$ cat config.mk
export PLATFORM = sky130hd
export DESIGN_NAME = ptw
export DESIGN_NICKNAME = d
export VERILOG_FILES = /design/src/rtl/ptw.sv
export SDC_FILE = /design/constraint.sdc
export NUM_CORES = 1
export LEC_CHECK = 0
export ABC_AREA = 1
export CORE_MARGIN = 5
export CORE_UTILIZATION = 47
export CTS_CLUSTER_SIZE = 8
export DETAILED_ROUTE_END_ITERATION = 16
export PLACE_DENSITY = 0.85
export SETUP_SLACK_MARGIN = 0.4
export SLEW_MARGIN = 40
export SYNTH_ARGS = -nofsm -noshare
export SYNTH_HDL_FRONTEND = slang
export SYNTH_SLANG_ARGS = --single-unit
$ cat constraint.sdc
create_clock -name clk -period 2.18 [get_ports clk]
set_clock_uncertainty 0.1 [all_clocks]
set_input_delay 0.327 -clock clk [delete_from_list [all_inputs] [get_ports clk]]
set_output_delay 0.327 -clock clk [all_outputs]
set_load 0.01 [all_outputs]
$ cat src/rtl/ptw.sv
// ptw - hashed page-table walker (TLB refill engine).
//
// Started by a TLB miss: it reads up to 8 PTEs from the primary PTEG and then
// up to 8 from the secondary PTEG. It then either pulses `load` with a fully
// formed TLB entry or reports a translation fault (TF). An instruction fetch
// to a no-execute segment faults (NX) at once, without touching memory. The
// walker does no R/C updates and no permission checks.
//
// Ports
//   clk, reset_n       clock, asynchronous active-low reset
//   req/req_ea/req_ifetch, seg_vsid/seg_Ks/seg_Kp/seg_N, htaborg/htabmask
//                      walk request and its translation context (latched
//                      when the request is accepted)
//   busy, done, fault_type
//                      walk status; fault_type is valid while done=1
//   mem_req/mem_addr/mem_ack/mem_rdata
//                      64-bit PTE read port ({word0, word1})
//   load, new_ea/new_pa/new_pp/new_Kp/new_Ks/new_cacheable
//                      TLB insert strobe and the entry to insert
module ptw #(
  parameter int PTEG_ENTRIES = 8
) (
  input  logic        clk,
  input  logic        reset_n,
  input  logic        req,
  input  logic [31:0] req_ea,
  input  logic        req_ifetch,
  input  logic [23:0] seg_vsid,
  input  logic        seg_Ks,
  input  logic        seg_Kp,
  input  logic        seg_N,
  input  logic [15:0] htaborg,
  input  logic [8:0]  htabmask,
  output logic        busy,
  output logic        done,
  output logic [2:0]  fault_type,
  output logic        mem_req,
  output logic [31:0] mem_addr,
  input  logic        mem_ack,
  input  logic [63:0] mem_rdata,
  output logic        load,
  output logic [31:0] new_ea,
  output logic [31:0] new_pa,
  output logic [1:0]  new_pp,
  output logic        new_Kp,
  output logic        new_Ks,
  output logic        new_cacheable
);

  localparam logic [2:0] MMU_FAULT_NONE = 3'd0;
  localparam logic [2:0] MMU_FAULT_TF   = 3'd1;
  localparam logic [2:0] MMU_FAULT_NX   = 3'd2;

  localparam logic [1:0] ST_IDLE  = 2'd0;
  localparam logic [1:0] ST_FETCH = 2'd1;
  localparam logic [1:0] ST_DONE  = 2'd2;

  localparam int                IDX_W    = $clog2(PTEG_ENTRIES);
  localparam logic [IDX_W-1:0]  IDX_ZERO = {IDX_W{1'b0}};
  localparam logic [IDX_W-1:0]  IDX_ONE  = {{(IDX_W-1){1'b0}}, 1'b1};
  localparam logic [IDX_W-1:0]  IDX_LAST = {IDX_W{1'b1}};

  // Primary hash: low 19 VSID bits XOR the 16-bit page index.
  function automatic logic [18:0] primary_hash(input logic [23:0] vsid,
                                               input logic [15:0] page_idx);
    return vsid[18:0] ^ {3'b000, page_idx};
  endfunction

  // PTE address. HTABMASK selects which upper hash bits are ORed into
  // HTABORG. The PTEG base is 64-byte aligned, so adding idx*8 never carries
  // out of [5:0].
  function automatic logic [31:0] pte_addr(input logic [15:0]      org,
                                           input logic [8:0]       mask,
                                           input logic [18:0]      hash,
                                           input logic [IDX_W-1:0] idx);
    return {org[15:9], org[8:0] | (hash[18:10] & mask), hash[9:0], 6'b000000}
         + {{(29-IDX_W){1'b0}}, idx, 3'b000};
  endfunction

  logic [1:0]       state_r;
  logic [31:12]     ea_r;
  logic [23:0]      vsid_r;
  logic             ks_r;
  logic             kp_r;
  logic [15:0]      org_r;
  logic [8:0]       mask_r;
  logic [IDX_W-1:0] idx_r;
  logic             hsel_r;

  logic [31:0]      w0_s;
  logic [31:0]      w1_s;
  logic [18:0]      prim_hash_s;
  logic [18:0]      sec_hash_s;
  logic             pte_hit_s;
  logic [31:0]      next_addr_s;
  logic [31:0]      first_addr_s;
  logic             unused_s;

  // Word1 fields other than RPN, I and PP, and the page offset of the EA, never matter.
  assign unused_s = ^{mem_rdata[11:6], mem_rdata[4:2], req_ea[11:0]};

  // PTE decode, and the next read address on a miss.
  always_comb begin
    w0_s         = mem_rdata[63:32];
    w1_s         = mem_rdata[31:0];
    prim_hash_s  = primary_hash(vsid_r, ea_r[27:12]);
    sec_hash_s   = ~prim_hash_s;
    pte_hit_s    = w0_s[31] && (w0_s[30:7] == vsid_r) && (w0_s[6] == hsel_r)
                   && (w0_s[5:0] == ea_r[27:22]);
    first_addr_s = pte_addr(htaborg, htabmask,
                            primary_hash(seg_vsid, req_ea[27:12]), IDX_ZERO);
    if (idx_r != IDX_LAST) begin
      next_addr_s = pte_addr(org_r, mask_r, hsel_r ? sec_hash_s : prim_hash_s,
                             idx_r + IDX_ONE);
    end else begin
      // Either wrap to the secondary PTEG or the walk is over (address unused).
      next_addr_s = pte_addr(org_r, mask_r, sec_hash_s, IDX_ZERO);
    end
  end

  // Walk FSM with registered outputs.
  always_ff @(posedge clk or negedge reset_n) begin
    if (!reset_n) begin
      state_r       <= ST_IDLE;
      ea_r          <= 20'h00000;
      vsid_r        <= 24'h000000;
      ks_r          <= 1'b0;
      kp_r          <= 1'b0;
      org_r         <= 16'h0000;
      mask_r        <= 9'h000;
      idx_r         <= IDX_ZERO;
      hsel_r        <= 1'b0;
      busy          <= 1'b0;
      done          <= 1'b0;
      fault_type    <= MMU_FAULT_NONE;
      mem_req       <= 1'b0;
      mem_addr      <= 32'h0000_0000;
      load          <= 1'b0;
      new_ea        <= 32'h0000_0000;
      new_pa        <= 32'h0000_0000;
      new_pp        <= 2'b00;
      new_Kp        <= 1'b0;
      new_Ks        <= 1'b0;
      new_cacheable <= 1'b0;
    end else begin
      done <= 1'b0;
      load <= 1'b0;
      case (state_r)
        // DONE behaves like IDLE (busy=0), so a new walk can start on its closing edge.
        ST_IDLE, ST_DONE: begin
          busy    <= 1'b0;
          mem_req <= 1'b0;
          state_r <= ST_IDLE;
          if (req) begin
            ea_r   <= req_ea[31:12];
            vsid_r <= seg_vsid;
            ks_r   <= seg_Ks;
            kp_r   <= seg_Kp;
            org_r  <= htaborg;
            mask_r <= htabmask;
            idx_r  <= IDX_ZERO;
            hsel_r <= 1'b0;
            if (req_ifetch && seg_N) begin
              fault_type <= MMU_FAULT_NX;
              done       <= 1'b1;
              state_r    <= ST_DONE;
            end else begin
              fault_type <= MMU_FAULT_NONE;
              busy       <= 1'b1;
              mem_req    <= 1'b1;
              mem_addr   <= first_addr_s;
              state_r    <= ST_FETCH;
            end
          end
        end
        ST_FETCH: begin
          if (mem_ack) begin
            if (pte_hit_s) begin
              new_ea        <= {ea_r, 12'h000};
              new_pa        <= {w1_s[31:12], 12'h000};
              new_pp        <= w1_s[1:0];
              new_Ks        <= ks_r;
              new_Kp        <= kp_r;
              new_cacheable <= ~w1_s[5];
              fault_type    <= MMU_FAULT_NONE;
              done          <= 1'b1;
              load          <= 1'b1;
              busy          <= 1'b0;
              mem_req       <= 1'b0;
              state_r       <= ST_DONE;
            end else if (idx_r != IDX_LAST) begin
              idx_r    <= idx_r + IDX_ONE;
              mem_addr <= next_addr_s;
            end else if (!hsel_r) begin
              hsel_r   <= 1'b1;
              idx_r    <= IDX_ZERO;
              mem_addr <= next_addr_s;
            end else begin
              fault_type <= MMU_FAULT_TF;
              done       <= 1'b1;
              busy       <= 1'b0;
              mem_req    <= 1'b0;
              state_r    <= ST_DONE;
            end
          end
        end
        default: begin
          busy    <= 1'b0;
          mem_req <= 1'b0;
          state_r <= ST_IDLE;
        end
      endcase
    end
  end

endmodule

# == Word level (Yosys, flattened, before mapping) ==
# Index checks and enable logic that the tools add are counted.
# totals
in_bits,153
reg_bits,160
# op_classes
addsub,2
bitwise,10
eq_ne,14
muxes,51
n_reduce_logical,14
# op_table
operator,n
2-to-1 mux 32 bit,7
one-hot mux 32 bit (2 select lines),1
XOR 19 x 16 -> 19 bit,2
adder 32 x 6 -> 32 bit,1
2-to-1 mux 3 bit,10
AND 9 bit,3
OR 9 bit,3
equality test 24 bit,1
2-to-1 mux 1 bit,19
2-to-1 mux 19 bit,1
NOT 19 bit,1
AND reduction 5 bit,3
2-to-1 mux 2 bit,7
"inequality test 3 bit, second input constant",4
one-hot mux 3 bit (2 select lines),2
"inequality test 2 bit, second input constant",5
equality test 6 bit,1
one-hot mux 1 bit (2 select lines),3
AND reduction 3 bit,2
AND reduction 6 bit,1
logical AND 1 bit,4
one-hot mux 2 bit (2 select lines),1
"adder 3 x 1 -> 3 bit, second input constant",1
"equality test 2 x 1 -> 1 bit, second input constant",1
other kinds (7),7

# == Depth between registers and ports, before layout ==
# logic_depth
ltp_word,12
ltp_mapped,13
depth_no_buf,13

# == Least setup slack after synthesis ==
# No wires, ideal clock.
# synth_path
path_kind,register -> register
startpoint,register idx_r[0]
endpoint,register mem_addr[16]
t_required_ns,1.997
slack_ns,0.310
stages_incl_launch_ff,11
setup_time_ns,0.083
synth_period_minus_slack_ns,1.870
arrival_ns,1.688
cell_sequence,dfrtp_1 -> ha_1 -> ha_1 -> inv_1 -> nand2_1 -> inv_1 -> clkbuf_1 -> nor2_1 -> o21ai_0 -> nand2_1 -> o21ai_0
# synth_between
elab_chain_cells,8
# synth_rtl
element,line,rtl
start: declaration,87,logic [IDX_W-1:0] idx_r;
start signal: assignment,192,idx_r <= idx_r + IDX_ONE;
adder 3 x 1 -> 3 bit,114,idx_r + IDX_ONE);
adder 32 x 6 -> 32 bit,77,"+ {{(29-IDX_W){1'b0}}, idx, 3'b000};"
2-to-1 mux 32 bit,112,if (idx_r != IDX_LAST) begin
2-to-1 mux 32 bit,194,end else if (!hsel_r) begin
2-to-1 mux 32 bit,191,end else if (idx_r != IDX_LAST) begin
2-to-1 mux 32 bit,178,if (pte_hit_s) begin
2-to-1 mux 32 bit,177,if (mem_ack) begin
one-hot mux 32 bit (2 select lines),148,case (state_r)
end signal: assignment,171,mem_addr <= first_addr_s;
end signal: assignment,193,mem_addr <= next_addr_s;
end signal: assignment,197,mem_addr <= next_addr_s;
end: declaration,38,"output logic [31:0] mem_addr,"
# Several ways; a longest one is shown, not always the timed one. The select of a mux whose other input is x is not followed.
# A chain may end at the register's enable or synchronous reset.

# == Worst setup path after layout ==
# layout_path
startpoint,register vsid_r[1]
endpoint,register new_ea[17]
# layout_between
elab_chain_cells,5
# layout_rtl
element,line,rtl
start: declaration,82,logic [23:0] vsid_r;
start signal: assignment,156,vsid_r <= seg_vsid;
equality test 24 bit,108,pte_hit_s = w0_s[31] && (w0_s[30:7] == vsid_r) && (w0_s[6] == hsel_r)
logical AND 1 bit (2 in a row),108,
logical AND 1 bit,109,&& (w0_s[5:0] == ea_r[27:22]);
AND reduction 3 bit (no line),--,
end signal: assignment,179,"new_ea <= {ea_r, 12'h000};"
end: declaration,42,"output logic [31:0] new_ea,"
# Every way passes these cells.

==> results by group <==
Outcome
  – Status: finished, final reports clean

Global routing
  – Gr ovfl total: 0
  – Initial antenna violation count: 0
  – Pin count of the biggest net entering global routing: 89
  – Vias in the first global route: 7602
  – GRT Total Usage: about a quarter
  – First-pass GRT wire length: 39000 um

Layout
  – Share of layout cells above drive strength 1: 13.8%
  – Layout Nets: ~1500
  – Fillers: 1269
  – Antenna Diode Count: 0
  – Area delta synth->final: 46.2%

Critical path
  – Worst reg2reg path endpoint: new_ea[17]
  – Worst-path cell chain: xnor2_2 > buf_4 > nand2_1 > nor2_2 > nand3_2 > nor2_8 > nand3_4 > buf_12 > nand2_1 > nand2_1
  – Slowest stage cell, crit path: dfrtp_1
  – CP Capture Type: register
  – Top cell by count, worst path: nand2_1
  – Worst stage delay on the critical path: 0.41 ns
  – Crit Path Category: reg -> reg
  – R2r startpoint: vsid_r[1]
  – Reg2reg path depth: 10
  – CP startpoint kind: register
  – Worst EP required: 2.37 ns
  – R2r setup slk: roughly 0.14 ns
  – Critical path peak fanout: 18
  – Crit path DAT: 2.23 ns

Yosys
  – Asr flop ratio synth: 100%
  – Seq/Total Area, Yosys: 48.6%
  – Ys flop type: dfrtp_1
  – Synthesis-stage register bit count: 156
  – Synth Instances: 1045
  – Cell Area, Synth: 8030 um^2
  – Post-synth cell types: 28
  – Mean Syn Cell Area: 7.69 um^2
  – Post-synth EDFFs: 0
  – Yosys Warn Count: 0

Die
  – Std-Cell Rows: 47
  – Die Width: 141 um
  – I/O Pins: ~260
  – Total core area: around 17000 um^2
  – Die height: 141 um
  – Die ar.: between 15000 and 20000 um^2
  – Starting Density: 48.1%

Timing
  – Hold Slack: 0.282 ns
  – Period utilisation layout: between 90 and 100%
  – Worst Max-Slew Pin Slew: approximately 0.55 ns
  – Endpoints failing setup: 0
  – Slew Limit Headroom: 63.0%
  – Final WS setup: between 0.1 and 0.15 ns
  – Max Fclk: 491 MHz
  – RSZ-0062 raised after global routing: true
  – Final hold viol count: 0
  – Period minus WS final: a little over 2 ns
  – Fin. max-slew vios: 0

Pwr
  – Cell leakage power: 6.47 nW
  – Power, Total: 13.0 mW
  – Peak supply drop: 0.000657 V
  – PD cells: 1110 nW/um^2

Clock tree
  – Latest clock arrival within the worst-skew pair: 0.42 ns
  – Max Root-Sink Buffers: 2
  – CTS tree: built
  – Reg clk slew, reported paths: 0.06 ns
  – Cts bufs inserted: 17
  – H-tree depth: 4
  – Root Driver: clkbuf_16
  – CTS sink count: 156

Min path
  – Hold path start: mem_ack
  – Worst Hold End: fault_type[0]
  – Worst hold stages: 5
  – Hold Path Class: in -> reg

Place
  – DP HPWL: ~17000 um
  – IO buf count: 211
  – Pre-CTS setup slack: -0.186 ns
  – Routability cong.: ~0.9

Route
  – Wire per inst: 16.4 um
  – Initial DRC Count: 527
  – # DRC: 0
  – WL final: ~25000 um
  – Drt first pass iters: 4
  – DRT antenna net count: 0
  – Via density: around 5
  – DR vias: roughly 7700

Flow run
  – Max-cap violations: 0
cell type report:
cell class | instances | area (um^2) | area share (%)
Clock inverter | 12 | 100 | 0.852
Sequential cell | 156 | 3920 | 33.4
Clock buffer | 19 | 443 | 3.77
Inverter | 108 | 408 | 3.47
Timing Repair Buffer | 279 | 2980 | 25.4
Tap cell | 220 | 275 | 2.34
Timing Repair inverter | 1 | 7.51 | 0.0639
Multi-Input combinational cell | 733 | 3610 | 30.8
cell usage in the layout (no fill, tap or decap), types with 20 or more instances in the layout:
master	instances
buf_4	36
clkdlybuf4s50_1	164
conb_1	28
dfrtp_1	146
dlymetal6s2s_1	30
inv_1	93
nand2_1	396
nand4_1	51
nor2_1	31
o21ai_0	85
xnor2_1	20
xor2_1	21
layer usage:
metal | vias up | wire length [um] | track usage, %
met4 | 0 | 741 | 9.18
met3 | 50 | 2120 | 5.35
met5 | - | 0 | 0
met2 | 330 | 12600 | 41.3
li1 | 3739 | - | -
met1 | 3615 | 9630 | 31.6
timing repair:
action,CTS,global route
pin swaps,10,24
cloned,8,2
endpoints found under the hold margin,38,0
resized for setup,71,81
hold buffers,1,0
buffers inserted,16,6
setup endpoints to repair,95,115
critical path: cells and delay by family (launching register included):
kind	cells	cell delay, ns
simple gates	7	0.83
flops	1	0.41
xor+xnor	1	0.19
buf+inv	2	0.37
synthesized netlist by cell type (5+ instances only):
library cell	instances	share of area, %
inv_2	11	0.51
o21ai_1	5	0.31
buf_2	9	0.56
buf_4	31	2.9
nor2_1	37	1.7
nand2_1	419	20
nand4_1	51	4.0
mux2i_1	7	0.87
o21ai_0	98	6.1
inv_1	97	4.5
xnor2_1	22	2.4
dfrtp_1	156	49
nand3_1	17	1.1
xor2_1	21	2.3
clkbuf_1	28	1.3
a21oi_1	14	0.87
kinds of logic after synthesis:
kind of cell | share of synthesized area [%]
flops | 48.6
xor+xnor | 4.69
simple gates | 27.4
fa+ha+maj | 0.311
compound gates | 7.57
mux | 0.872
buf+inv | 10.6
other cells | 0.0467
flip-flops by register name (all words and copies together), names as in the netlist:
signal         flops
new_pp             2
mem_req            1
kp_r               1
new_Kp             1
state_r            2
new_cacheable      1
new_pa            20
hsel_r             1
new_Ks             1
new_ea            20
mask_r             9
org_r             16
ea_r              20
load               1
fault_type         2
vsid_r            24
idx_r              3
done               1
mem_addr          29
ks_r               1
report_power, final:
group          internal, mW  leakage, nW  switching, mW
clock                  1.58        0.264           1.17
sequential             3.87         2.00          0.861
combinational          2.57         4.21           2.98
total                  8.02         6.47           5.02
how the worst max path moves through the flow:
| stage | slack (ns) | endpoint | startpoint | depth (start not counted) |
|---|---|---|---|---|
| 6_report | 0.14 | new_ea[17] | vsid_r[1] | 10 |
| 5_1_grt | 0.08 | new_ea[17] | vsid_r[1] | 10 |
| 4_1_cts | 0.21 | new_ea[14] | vsid_r[0] | 14 |
| 3_5_place_dp | -0.19 | new_ea[17] | mem_rdata[43] | 13 |
| 3_3_place_gp | -0.14 | new_ea[22] | mem_rdata[43] | 12 |
| 2_1_floorplan | 0.41 | mem_addr[16] | idx_r[0] | 10 |
metrics by stage:
stage          area [um^2]  instances  TNS [ns]  utilization (%)
6_report             11700       1528         0             70.3
2_1_floorplan         8140       1072         0                -
5_1_grt              11700       1528         0             70.3
3_5_place_dp         10500       1464     -9.59             62.6
3_3_place_gp         10500       1464     -7.06             62.6
4_1_cts              11400       1520         0             68.5
No activity file was read; power rests on OpenSTA's default activity.
